## config.mk

```make
export PLATFORM = sky130hd
export DESIGN_NAME = irq_request_controller
export DESIGN_NICKNAME = d
export VERILOG_FILES = /design/src/rtl/irq_request_controller.sv
export SDC_FILE = /design/constraint.sdc
export NUM_CORES = 1
export LEC_CHECK = 0
export ABC_AREA = 1
export BUFFER_PORTS_ARGS = -buffer_cell sky130_fd_sc_hd__clkbuf_2
export CAP_MARGIN = 20
export CORE_UTILIZATION = 43
export DETAILED_ROUTE_END_ITERATION = 8
export PLACE_DENSITY_LB_ADDON = 0.05
export SYNTH_ARGS = -nofsm -noshare
export SYNTH_HDL_FRONTEND = slang
export SYNTH_SLANG_ARGS = --single-unit
```

## constraint.sdc

```tcl
create_clock -name clk_i -period 0.95 [get_ports clk_i]
set_input_delay 0.19 -clock clk_i [delete_from_list [all_inputs] [get_ports clk_i]]
set_output_delay 0.19 -clock clk_i [all_outputs]
set_load 0.05 [all_outputs]
```

## src/rtl/irq_request_controller.sv

```systemverilog
`timescale 1ns/1ps
// irq_request_controller
//   Latches up to N_REQ request lines as edge-triggered pending bits, masks
//   them, picks the highest-priority unmasked pending line (bit N_REQ-1
//   highest) and offers its index to the service logic over a valid/ack
//   handshake. The serviced pending bit is cleared on ack.
// Ports
//   clk_i        system clock, rising edge
//   rst_i        asynchronous active-high reset
//   enable_i     1 = may issue requests, 0 = issuing inhibited
//   req_i        raw request lines (synchronous to clk_i)
//   mask_i       1 = line masked (still latched, never issued)
//   irq_valid_o  issued index valid
//   irq_id_o     issued index, stable while irq_valid_o=1
//   irq_ack_i    consumer accepts the issued request
//   pending_o    current pending register
//   drop_o       1-cycle pulse: rising edge on an already-pending line
module irq_request_controller #(
  parameter int unsigned N_REQ = 8,
  parameter int unsigned ID_W  = 3
) (
  input  logic             clk_i,
  input  logic             rst_i,
  input  logic             enable_i,
  input  logic [N_REQ-1:0] req_i,
  input  logic [N_REQ-1:0] mask_i,
  output logic             irq_valid_o,
  output logic [ID_W-1:0]  irq_id_o,
  input  logic             irq_ack_i,
  output logic [N_REQ-1:0] pending_o,
  output logic             drop_o
);

  typedef enum logic {
    IDLE  = 1'b0,
    ISSUE = 1'b1
  } state_t;

  state_t           state_q;
  state_t           state_nxt;
  logic             load_id;
  logic [N_REQ-1:0] req_q;
  logic [N_REQ-1:0] pending_q;
  logic [N_REQ-1:0] req_edge;
  logic [N_REQ-1:0] clr;
  logic [N_REQ-1:0] cand;
  logic [ID_W-1:0]  sel;
  logic [ID_W-1:0]  id_q;
  logic             drop_q;

  assign req_edge = req_i & ~req_q;
  assign cand     = pending_q & ~mask_i;

  // Ascending scan: the last (highest) set bit overwrites lower ones.
  always_comb begin
    sel = '0;
    for (int unsigned i = 0; i < N_REQ; i++) begin
      if (cand[i]) sel = ID_W'(i);
    end
  end

  always_comb begin
    clr = '0;
    if (state_q == ISSUE && irq_ack_i) clr[id_q] = 1'b1;
  end

  always_comb begin
    state_nxt = state_q;
    load_id   = 1'b0;
    case (state_q)
      IDLE: begin
        if (enable_i && (|cand)) begin
          state_nxt = ISSUE;
          load_id   = 1'b1;
        end
      end
      ISSUE: begin
        // Ack takes priority over an enable drop; both return to IDLE but
        // only the ack clears the pending bit (via clr).
        if (irq_ack_i || !enable_i) state_nxt = IDLE;
      end
      default: state_nxt = IDLE;
    endcase
  end

  always_ff @(posedge clk_i or posedge rst_i) begin
    if (rst_i) begin
      state_q   <= IDLE;
      req_q     <= '0;
      pending_q <= '0;
      id_q      <= '0;
      drop_q    <= 1'b0;
    end else begin
      state_q   <= state_nxt;
      req_q     <= req_i;
      // Set wins over clear on the same bit.
      pending_q <= (pending_q & ~clr) | req_edge;
      drop_q    <= |(req_edge & pending_q & ~clr);
      if (load_id) id_q <= sel;
    end
  end

  assign irq_valid_o = (state_q == ISSUE);
  assign irq_id_o    = id_q;
  assign pending_o   = pending_q;
  assign drop_o      = drop_q;

endmodule

```

==> results of run 1 <==
[area by class of cell]
| class | instances | share of cell area |
|---|---|---|
| well taps | 27 | 0.0180 |
| clock inverters | 1 | 0.00266 |
| inverters | 22 | 0.0439 |
| repair buffers | 70 | 0.395 |
| flip-flops and latches | 21 | 0.287 |
| multi-input cells | 72 | 0.241 |
| clock buffers | 3 | 0.0120 |
[cells in the mapped netlist (all sizes together)]
| cell | number | area share |
|---|---|---|
| nand2 | 39 | 0.16 |
| inv | 22 | 0.085 |
| dfrtp | 21 | 0.54 |
| nor2 | 12 | 0.057 |
| a22o | 8 | 0.074 |
| nand4 | 8 | 0.052 |
| o21ai | 2 | 0.010 |
| a21boi | 1 | 0.0077 |
| a31oi | 1 | 0.0065 |
| nor3 | 1 | 0.010 |
[cell usage in the layout (no fill, tap or decap)]
master / n
nand2_1: 23
inv_1: 19
clkbuf_2: 19
buf_4: 18
nand2_2: 14
buf_6: 14
dfrtp_2: 12
clkbuf_16: 10
dfrtp_1: 9
nand4_1: 8
a22o_1: 7
nor2_4: 6
dlygate4sd3_1: 6
nor2_1: 4
inv_2: 3
clkbuf_4: 3
buf_8: 3
nor2_2: 2
nand2_4: 2
o21ai_1: 2
nor3_4: 1
a22o_2: 1
a21boi_1: 1
a31oi_1: 1
clkinv_2: 1
[power breakdown]
| part | internal [W] | switching, W |
|---|---|---|
| sequential | 0.00101 | 0.000102 |
| clock | 0.000158 | 0.000293 |
| combinational | 0.000812 | 0.000851 |
[worst min-delay path by stage]
stage | slack [ns] | start | to | cells past startpoint
after global placement | 0.21 | rst_i | req_q[1]$_DFF_PP0_ | 3
after detailed placement | 0.21 | rst_i | req_q[1]$_DFF_PP0_ | 3
after global routing | 0.005 | req_i[6] | req_q[6]$_DFF_PP0_ | 1
after floorplan | 0.17 | rst_i | drop_o$_DFF_PP0_ | 1
after CTS | 0.002 | req_i[6] | req_q[6]$_DFF_PP0_ | 1
final | 0.02 | req_i[6] | req_q[6]$_DFF_PP0_ | 1
[sequential cells by signal (all words and copies together) (netlist names)]
register,flops
req_q,8
drop_o,1
pending_o,8
irq_valid_o,1
irq_id_o,3
[repair_timing]
item	4_1_cts	5_1_grt
pin swaps	2	13
endpoints found under the setup margin	26	26
resized for setup	67	14
endpoints found under the hold margin	26	0
setup buffers	8	7
hold buffers	6	0
[cells by family (layout without fill, tap and decap cells)]
family / after synthesis / in the layout / synth area share
buffers and inverters: 22 / 96 / 0.0852
AND/OR/NAND/NOR: 60 / 60 / 0.275
AO/OA/AOI/OAI: 12 / 12 / 0.0981
flip-flops: 21 / 21 / 0.542
[per-layer routing]
metal  up-vias  GRT usage  wire (microns)
met4         0      0.100             125
met3        15     0.0401             232
met2        81      0.516            1860
li1        513          -               -
met5         -          0               0
met1       552      0.348            1390
[metrics by stage]
stage               instance area [sq um]  hold WS (ns)  worst slack, ns  cells
floorplan                            1000         0.166           -0.229    115
global placement                     1320         0.210           -0.198    191
detailed placement                   1320         0.214           -0.194    191
CTS                                  1790       0.00202           -0.287    209
global route                         1880       0.00473           -0.399    216
finish                               1880        0.0159           -0.339    216
==> flow_metrics.tcl, run 1 <==
set metrics [dict create \
    htree_levels 1 \
    antenna_left 0 \
    row_count 16 \
    worstHoldPathType "in2reg" \
    rsz0062_at_grt "yes" \
    cts_tree "done" \
    cts_sinks 21 \
    ctsRootBufferMaster "clkbuf_4" \
    place_congestion 0.789 \
    finalCritPeriodShare 1.36 \
    synth_nets 135 \
    wl_per_cell_microns 16.7 \
    antenna_found_initial 0 \
    crit_path_cell_trace "buf_6, nand2_4, nor2_4, buf_6, nand2_2, nand4_1, nand2_1, nor2_1, nand2_1" \
    grt_max_degree 22 \
    syn_inst 115 \
    worstPathArrival_ns 1.51 \
    dieArea_sq_um 2450 \
    power_leakage_nw 0.999 \
    cts.clk_slew.worst_paths_ns 0.13 \
    critPathBufInv 2 \
    drt_iter0_drc 46 \
    multi_input_area_sq_um 453 \
    fin_nets 210 \
    die_h_microns 49.5 \
    ios 33 \
    grt_pass1_vias 1144 \
    cp_slowest_cell "dfrtp_2" \
    power.total_w 0.00323 \
    r2r-end "drop_o$_DFF_PP0_" \
    cts.path.max_buffers 2 \
    overflow 0 \
    setup_ws_ns -0.339 \
    period_needed_ns 1.29 \
    max_freq_mhz 776 \
    endpoint "drop_o$_DFF_PP0_" \
    regArea_sq_um 541 \
    cp_data_required_time_ns 1.17 \
    drc 0 \
    yosysSeqAreaShare 0.542 \
    crit_fanout 4 \
    grt_pass1_wl_microns 5220 \
    maxSlewHeadroom 0.822 \
    drv_cap 0 \
    drt-total-wl_microns 3610 \
    hpwl_microns 1680 \
    grt_use_total 0.287 \
    fillers 85 \
    slew_viol_final 0 \
    drt-pass1-iter-count 4 \
    timing_worst_slew_pin_value_ns 0.266 \
    path_delay_family "simple AND/OR/NAND/NOR gates" \
    numCtsBuffers 3 \
    worstSetupPathType "reg2reg" \
    critPathMaxStageDelay_ns 0.39 \
    start_util 0.475 \
    regToRegSetupSlack_ns -0.34 \
    portBuffers 32 \
    fin_setup_tns_ns -6.27 \
    reg2reg_from "irq_valid_o$_DFF_PP0_" \
    outcome "complete, but fails checks" \
    powerDensity_nw_per_um2 1720 \
    finalHoldViolCount 0 \
    violations "setup timing" \
    synthToLayoutAreaGrowth_pct 93.9 \
    clock_latency_ns 0.32 \
    ys_warn_count 0 \
    via_per_inst 5.38 \
    fp.coreArea_sq_um 2040 \
    n_antenna_cell 0 \
    setup_viol 26 \
    vias 1161 \
    path_depth 9 \
    final_util 0.921 \
    die_w_microns 49.5 \
    startpoint "irq_valid_o$_DFF_PP0_" \
    drive_gt1_frac 0.577 \
    skew_ns 0.0101 \
    synth_cell_types 14 \
    syn_area_per_cell_sq_um 8.43 \
    crit_path_start_kind "flop" \
    peakVddDrop_v 0.00129 \
    syn-cell-area_sq_um 970 \
    critPathCaptureType "flop" \
    ys_ff_latch 21 \
    worst-r2r-cell-count 9 \
]
No activity file was read; power rests on OpenSTA's default activity.
==> run 2: changes to the inputs <==
--- a/config.mk
+++ b/config.mk
@@ -8,8 +8,11 @@
 export ABC_AREA = 1
 export BUFFER_PORTS_ARGS = -buffer_cell sky130_fd_sc_hd__clkbuf_2
 export CAP_MARGIN = 20
-export CORE_UTILIZATION = 43
+export CELL_PAD_IN_SITES_DETAIL_PLACEMENT = 0
+export CELL_PAD_IN_SITES_GLOBAL_PLACEMENT = 1
+export CORE_UTILIZATION = 31
 export DETAILED_ROUTE_END_ITERATION = 8
+export GPL_TIMING_DRIVEN = 0
 export PLACE_DENSITY_LB_ADDON = 0.05
 export SYNTH_ARGS = -nofsm -noshare
 export SYNTH_HDL_FRONTEND = slang
==> run 2 against run 1 <==
Effect of this change: the run ends with DRC, setup timing left; wire length down 33%; critical endpoint is now pending_o[6]; register-to-register slack improved by 0.11 ns; total power decreased by 15%; worst hold slack worse by 0.0053 ns; first-iteration DRC count decreased by 52%; largest cell class is now registers; global-route usage is 14 points lower.
==> flow_metrics.tcl, run 2 (synthesis gave the netlist of run 1 again) <==
set metrics [dict create \
    peakVddDrop_v 0.000990 \
    setup_viol 26 \
    cts_sinks 21 \
    cts_tree "done" \
    regArea_sq_um 541 \
    drt-total-wl_microns 2430 \
    row_count 19 \
    drt_iter0_drc 22 \
    skew_ns 0.00132 \
    maxSlewHeadroom 0.446 \
    violations "DRC, setup timing" \
    multi_input_area_sq_um 450 \
    timing_worst_slew_pin_value_ns 0.830 \
    cp_slowest_cell "dfrtp_2" \
    die_w_microns 57.9 \
    cts.clk_slew.worst_paths_ns 0.12 \
    start_util 0.340 \
    power.total_w 0.00275 \
    portBuffers 32 \
    cts.path.max_buffers 2 \
    critPathCaptureType "primary output" \
    crit_fanout 3 \
    ctsRootBufferMaster "clkbuf_4" \
    fp.coreArea_sq_um 2850 \
    vias 940 \
    finalHoldViolCount 0 \
    ios 33 \
    antenna_found_initial 0 \
    place_congestion 0.718 \
    finalNonFillerCells 200 \
    grt_pass1_vias 871 \
    die_h_microns 57.9 \
    stdcell_area_sq_um 1570 \
    slew_viol_final 0 \
    final_cell_mix "inv_1 (20), nand2_1 (20), clkbuf_2 (19)" \
    fin_nets 190 \
    drt-pass1-iter-count 6 \
    htree_levels 1 \
    grt_use_total 0.151 \
    drc 3 \
    numCtsBuffers 3 \
    drive_gt1_frac 0.533 \
    postPlaceCellArea_sq_um 1200 \
    fillers 279 \
    cp_data_required_time_ns 0.76 \
    crit_path_cell_trace "buf_6, buf_8" \
    drv_cap 0 \
    period_needed_ns 1.20 \
    grt_pass1_wl_microns 3770 \
    overflow 0 \
    outcome "complete, but fails checks" \
    worstHoldPathType "in2async" \
    setup_ws_ns -0.249 \
    max_freq_mhz 834 \
    grt_max_degree 22 \
    worstPathArrival_ns 1.01 \
    wl_per_cell_microns 12.1 \
    finalCritPeriodShare 1.26 \
    power_leakage_nw 0.821 \
    powerDensity_nw_per_um2 1750 \
    worstSetupPathType "reg2out" \
    rsz0062_at_grt "yes" \
    fin_setup_tns_ns -3.95 \
    synthToLayoutAreaGrowth_pct 62.2 \
    antenna_left 0 \
    via_per_inst 4.70 \
    critPathMaxStageDelay_ns 0.45 \
    dieArea_sq_um 3360 \
    hpwl_microns 1660 \
    n_antenna_cell 0 \
    crit_path_start_kind "flop" \
    clock_latency_ns 0.30 \
    dp.cells 178 \
]
run 2: layout make-up:
cell class | instances | share of cell area
Sequential cell | 21 | 0.344
Multi-Input combinational cell | 72 | 0.286
Timing Repair Buffer | 50 | 0.276
Inverter | 22 | 0.0525
Tap cell | 31 | 0.0247
Clock buffer | 4 | 0.0167
run 2: repair_timing:
action | CTS | global route
pin swaps | 6 | 12
setup endpoints to repair | 26 | 26
setup buffers | 10 | 2
hold endpoints to repair | 0 | 6
hold buffers | 0 | 6
resized for setup | 34 | 32
run 2: path summary, 6_finish.rpt:
kind                                          from                      end  slack, ns  cells past startpoint
setup / recovery            pending_o[6]$_DFF_PP0_             pending_o[6]      -0.25                      2
hold / removal                               rst_i         drop_o$_DFF_PP0_       0.01                      2
setup reg to reg           irq_id_o[2]$_DFFE_PP0P_         drop_o$_DFF_PP0_      -0.23                      7
hold reg to reg            irq_id_o[0]$_DFFE_PP0P_  irq_id_o[0]$_DFFE_PP0P_       0.59                      2
max in group asynchronous                    rst_i  irq_id_o[0]$_DFFE_PP0P_       0.37                      2
min in group clk_i                        req_i[0]       req_q[0]$_DFF_PP0_       0.02                      1
run 2: layer usage:
layer	GRT usage	vias to the layer above	wire [microns]
li1	-	473	-
met1	0.202	440	1150
met2	0.241	25	1150
met3	0.0223	2	109
met4	0.0714	0	20
met5	0	-	0
run 2: report_power, final:
part	total, W	internal [W]	leakage [nW]	switching [W]
combinational	0.00115	0.000498	0.589	0.000656
sequential	0.00116	0.00101	0.217	0.000143
clock	0.000439	0.000164	0.0150	0.000276
run 2: per-stage QoR:
stage                     setup slack, ns   util  hold WS, ns
after global routing               -0.310  0.551      0.00548
final                              -0.249  0.551       0.0106
after CTS                          -0.239  0.500     0.000906
after floorplan                    -0.229      -        0.166
after detailed placement           -0.239  0.421        0.329
after global placement             -0.226  0.421        0.328
run 2: worst max-delay path: cells and delay by family, from the launching register on:
family | cells | cell delay, ns
buf+inv | 2 | 0.26
flops | 1 | 0.45
